### src/rtl/ifu_pcgen.sv
// ifu_pcgen: fetch PC generator, one imem request in flight, single-entry decode buffer, redirect handling
module ifu_pcgen #(
   parameter int            AW       = 64,
   parameter int            IW       = 32,
   parameter logic [AW-1:0] RESET_PC = 64'h8000_0000
) (
   input  logic          clk,
   input  logic          rst,
   input  logic          redirect_vld,
   input  logic [AW-1:0] redirect_pc,
   output logic          imem_req_vld,
   input  logic          imem_req_rdy,
   output logic [AW-1:0] imem_req_addr,
   input  logic          imem_rsp_vld,
   input  logic [IW-1:0] imem_rsp_data,
   output logic          dec_inst_vld,
   input  logic          dec_inst_rdy,
   output logic [IW-1:0] dec_inst,
   output logic [AW-1:0] dec_pc
);
   typedef enum logic [1:0] {S_REQ, S_WAIT, S_HOLD} state_t;
   state_t        r_state;
   logic [AW-1:0] r_pc, r_dpc;
   logic [IW-1:0] r_inst;
   logic          r_drop;
   logic [AW-1:0] w_tgt;
   assign w_tgt         = redirect_pc & ~AW'(3);
   assign imem_req_vld  = r_state == S_REQ;
   assign imem_req_addr = r_pc;
   assign dec_inst_vld  = (r_state == S_HOLD) & ~redirect_vld;
   assign dec_inst      = r_inst;
   assign dec_pc        = r_dpc;
   always_ff @(posedge clk) begin
      if (rst) begin
         r_state <= S_REQ;
         r_pc    <= RESET_PC & ~AW'(3);
         r_drop  <= 1'b0;
         r_inst  <= '0;
         r_dpc   <= '0;
      end else if (redirect_vld) begin
         r_pc <= w_tgt;
         // an accepted or still-outstanding fetch is now wrong-path and must be discarded
         case (r_state)
            S_REQ: if (imem_req_rdy) begin
               r_state <= S_WAIT;
               r_drop  <= 1'b1;
            end
            S_WAIT: begin
               r_state <= imem_rsp_vld ? S_REQ : S_WAIT;
               r_drop  <= ~imem_rsp_vld;
            end
            default: r_state <= S_REQ;
         endcase
      end else begin
         case (r_state)
            S_REQ: if (imem_req_rdy) r_state <= S_WAIT;
            S_WAIT: if (imem_rsp_vld) begin
               r_drop  <= 1'b0;
               r_state <= r_drop ? S_REQ : S_HOLD;
               if (!r_drop) begin
                  r_inst <= imem_rsp_data;
                  r_dpc  <= r_pc;
                  r_pc   <= r_pc + AW'(4);
               end
            end
            default: if (dec_inst_rdy) r_state <= S_REQ;
         endcase
      end
   end
   always_ff @(posedge clk) begin
      if (!rst) begin
         assert (r_state inside {S_REQ, S_WAIT, S_HOLD});
         assert (!(r_drop && r_state != S_WAIT));
      end
   end
endmodule

### config.mk
export PLATFORM = sky130hd
export DESIGN_NAME = ifu_pcgen
export DESIGN_NICKNAME = d
export VERILOG_FILES = /design/src/rtl/ifu_pcgen.sv
export SDC_FILE = /design/constraint.sdc
export NUM_CORES = 1
export LEC_CHECK = 0
export ABC_AREA = 1
export BUFFER_PORTS_ARGS = -buffer_cell sky130_fd_sc_hd__buf_2
export CORE_MARGIN = 2
export CORE_UTILIZATION = 55
export DETAILED_ROUTE_END_ITERATION = 12
export GPL_ROUTABILITY_DRIVEN = 0
export PLACE_DENSITY_LB_ADDON = 0.15
export REMOVE_ABC_BUFFERS = 1
export SLEW_MARGIN = 20
export SYNTH_ARGS = -nofsm -noshare
export SYNTH_HDL_FRONTEND = slang
export SYNTH_SLANG_ARGS = --single-unit
export TNS_END_PERCENT = 20
### constraint.sdc
create_clock -name clk -period 3.6 [get_ports clk]
set_clock_uncertainty 0.2 [all_clocks]
set_input_delay 1.08 -clock clk [delete_from_list [all_inputs] [get_ports clk]]
set_output_delay 1.08 -clock clk [all_outputs]
set_load 0.02 [all_outputs]
After elaboration in Yosys (flattened, before gate mapping)
Index checks and enable logic that the tools add are counted.
{"block": "classes", "add_sub_neg": 1, "eq_ne": 5, "mux": 17, "bitwise_logic": 4, "n_reduce_logical": 11}
{"operator": "$mux W64", "count": 4}
{"operator": "$add A64 B3 Y64 const B", "count": 1}
{"operator": "$mux W2", "count": 5}
{"operator": "$pmux W2 S2", "count": 2}
{"operator": "$reduce_and A4 Y1", "count": 2}
{"operator": "$reduce_and A3 Y1", "count": 2}
{"operator": "$reduce_bool A2 Y1", "count": 3}
{"operator": "$mux W1", "count": 5}
{"operator": "$reduce_bool A4 Y1", "count": 1}
{"operator": "$ne A3 B2 Y1 const B", "count": 1}
{"operator": "$ne A3 B3 Y1 const B", "count": 1}
{"operator": "$not A1 Y1", "count": 3}
{"operator": "$eq A2 B1 Y1 const B", "count": 1}
{"operator": "$eq A2 B2 Y1 const B", "count": 1}
{"operator": "$logic_not A2 Y1", "count": 1}
{"operator": "$ne A2 B2 Y1 const B", "count": 1}
{"operator": "$pmux W1 S2", "count": 1}
{"operator": "$reduce_and A2 Y1", "count": 1}
{"operator": "$reduce_or A2 Y1", "count": 1}
{"operator": "$and A1 B1 Y1", "count": 1}
{"block": "totals", "ff_bits": 163, "in_bits": 102, "output_inout_bits": 162}

Logic depth before layout (Yosys ltp)
{"block": "depth", "ltp_word": 5, "ltp_mapped": 12, "ltp_nobuf": 12}

Worst setup path before layout
No wires, ideal clock.
{"block": "synth_path", "kind": "input -> output", "startpoint": "input redirect_vld", "endpoint": "output dec_inst_vld", "t_arrival_ps": 2099, "path_slack_ps": 221, "path_stages": 4, "cell_sequence": "buf_2 -> buf_2 -> buf_1 -> nor3_1"}
{"block": "synth_via", "elab_chain_len": 2}
{"item": "start: declaration", "line_no": "9", "source": "input logic redirect_vld,"}
{"item": "$not A1 Y1 (no source line)"}
{"item": "$and A1 B1 Y1", "line_no": "30", "source": "assign dec_inst_vld = (r_state == S_HOLD) & ~redirect_vld;"}
{"item": "end: declaration", "line_no": "16", "source": "output logic dec_inst_vld,"}
Every way passes these cells.

Worst setup path in the final report
Ends and elaborated chain as after synthesis.

==> out/metrics.csv <==
metric,value,unit
outcome,"complete, no violations",
relSlewSlack,0.544,
crit_cells,3,
critPathBufInv,2,
cts_setup_buffers,0,
synth_warnings,0,
seq_area_frac_synth,0.395,
groute.usage.overall,0.332,
h-tree-depth,4,
crit_family,buffers and inverters,
hold_path.class,flop to flop,
cp.arrival,1.58,ns
dp_hpwl,18.9,mm
fillers,1339,
cts_resized,0,
slew_violations,0,
p_clk_frac,0.424,
setup_viol,0,
comb_power_share,0.125,
crit_fanout,6,
start_util,0.558,
grt.overflow.total,0,
drive_gt1_frac,0.230,
powerDensity,425,nW/um^2
cts.path.max_buffers,2,
timing.rr.start,r_state[0],
via_per_inst,5.44,
peakVddDrop,0.326,mV
cts_tree,done,
finalCritPeriodShare,0.795,
cts_buffers,17,
max-cap-violations,0,
dieArea,15600,um^2
holdBufCountCts,0,
swShare,0.276,
clk_latency,0.43,ns
ios,264,
path_clk_slew,0.06,ns
crit_chain,buf_2 > nor3_1 > buf_2,
antenna_left,0,
antenna_found_initial,1,
power.total,4.26,mW
p_leak,4.67,nW
grt_pass1_wl,41.9,mm
clock-sinks,159,
synthCells,1247,
hold_viol,0,
use_met2,0.541,
syn_area_per_cell,6.46,um^2
synth_cell_types,38,
worstSetupStartpointType,primary input,
grt_max_degree,83,
ys_ff_latch,159,
grt_pass1_vias,8242,
final_common_cell,nand2_1,
worstSetupPathType,primary input to primary output,
synth_area,8050,um^2
drt_wl_total,26.3,mm
rows,44,
max_freq,349,MHz
required,2.32,ns
place_area,9440,um^2
timing.critical_path.to_type,primary output,
synth_edf_count,0,
area_growth,24.6,%
die_x,125,um
worst_pin_slew,0.684,ns
r2r_setup_slack,1.34,ns
met3_usage,0.0586,
r2r.worst_path.cells,10,
first_pass_iters,6,
post-route-min-period,2.86,ns
met1_usage,0.439,
drcViolationCount,0,
top_usage_layer,met2,
rr_endpoint,imem_req_addr[33],
layout.cells.most_common_list,"nand2_1 (318), buf_2 (257), nor2_1 (236)",
port_buffers,257,
rsz0062_at_grt,no,
crit_path_end,dec_inst_vld,
startpoint,redirect_vld,
clock-root-buffer,clkbuf_16,
die_h,125,um
hold_start,dec_inst[21],
intPower,3.09,mW
vias,9097,
synth_async_sr_flop_share,0,
net-switching-power,1.18,mW
nets,1578,
slowest_delay,0.19,ns
crit_path_frequent_cell,buf_2,
stdcell_area,10000,um^2
core_region_area,14400,um^2
drt-initial-drc-count,703,
slowest_stage,buf_2,
ys.flop_type,dfxtp_1,
seq_power_share,0.451,
routedWlPerCell,15.7,um
## final cells by class
type | count | area, um^2 | area share
Tap cell | 184 | 230 | 0.0230
Clock inverter | 12 | 134 | 0.0133
Multi-Input combinational cell | 939 | 4250 | 0.424
Timing Repair Buffer | 272 | 1450 | 0.144
Sequential cell | 159 | 3180 | 0.317
Inverter | 86 | 325 | 0.0324
Antenna cell | 1 | 2.50 | 0.000250
Clock buffer | 20 | 457 | 0.0455
## logic make-up (layout without fill, tap and decap cells)
| kind of cell | after synthesis | in the layout | synth area share |
|---|---|---|---|
| buf+inv | 152 | 390 | 0.0793 |
| other cells | 1 | 5 | 0.000466 |
| compound gates | 254 | 254 | 0.175 |
| simple gates | 680 | 680 | 0.349 |
| fa+ha+maj | 1 | 1 | 0.00155 |
| flops | 159 | 159 | 0.395 |
## cells in the mapped netlist, types with 4 or more instances
cell,number,share of area
a21oi_1,81,0.050
nor2_4,4,0.0056
dfxtp_1,159,0.40
nand3_1,68,0.042
buf_2,21,0.013
o211a_1,12,0.015
nor3_1,5,0.0031
buf_4,5,0.0047
nand2_2,13,0.010
nand2_1,318,0.15
o211ai_1,13,0.012
inv_1,82,0.038
o21ai_1,5,0.0031
clkbuf_1,31,0.014
nand4_1,7,0.0054
a31oi_1,8,0.0062
or2_0,5,0.0039
nor2_2,8,0.0062
o21ai_0,124,0.077
or2_2,8,0.0062
nor2_1,236,0.11
buf_1,6,0.0028
## worst min path at each step
stage                        end  slack, ns  cells past startpoint
detailed placement   dec_inst[0]       0.27                      2
global placement       dec_pc[9]       0.26                      2
global route         dec_inst[0]       0.30                      2
finish              dec_inst[21]       0.28                      2
floorplan                 r_drop       0.29                      2
CTS                  dec_inst[0]       0.28                      2
## stage by stage
step | cells | utilization | setup TNS (ns) | setup slack (ns) | hold WS [ns]
after floorplan | 1184 | - | -31.90 | -0.418 | 0.294
after global placement | 1640 | 0.654 | 0 | 0.652 | 0.257
after detailed placement | 1640 | 0.654 | 0 | 0.627 | 0.267
after CTS | 1672 | 0.695 | 0 | 0.719 | 0.282
after global routing | 1673 | 0.695 | 0 | 0.673 | 0.302
final | 1673 | 0.695 | 0 | 0.737 | 0.278
## layer usage
metal  routed length [um]  share of wire  vias to the layer above
li1                     -              -                     4493
met1                11100           0.42                     4081
met2                12100           0.46                      461
met3                 2290          0.087                       62
met4                  754          0.029                        0
met5                    0              0                        -
## power groups by stage
stage	Combinational, mW	Sequential [mW]	Clock [mW]
after floorplan	0.211	2.02	0
after global placement	0.523	1.95	0
after detailed placement	0.529	1.96	0
after CTS	0.533	1.92	1.82
after global routing	0.589	1.93	1.90
final	0.534	1.92	1.81
## worst min-delay path, stage by stage (launching register included)
cell and delay [ns]:
dfxtp_1 0.32, nor2_1 0.04, nor2_1 0.08
## state kept, by name, summed over array words and instances, names as in the netlist
signal / cells
dec_pc: 62
dec_inst: 32
imem_req_addr: 62
r_state: 2
r_drop: 1
Power figures use the tool's default switching activity.
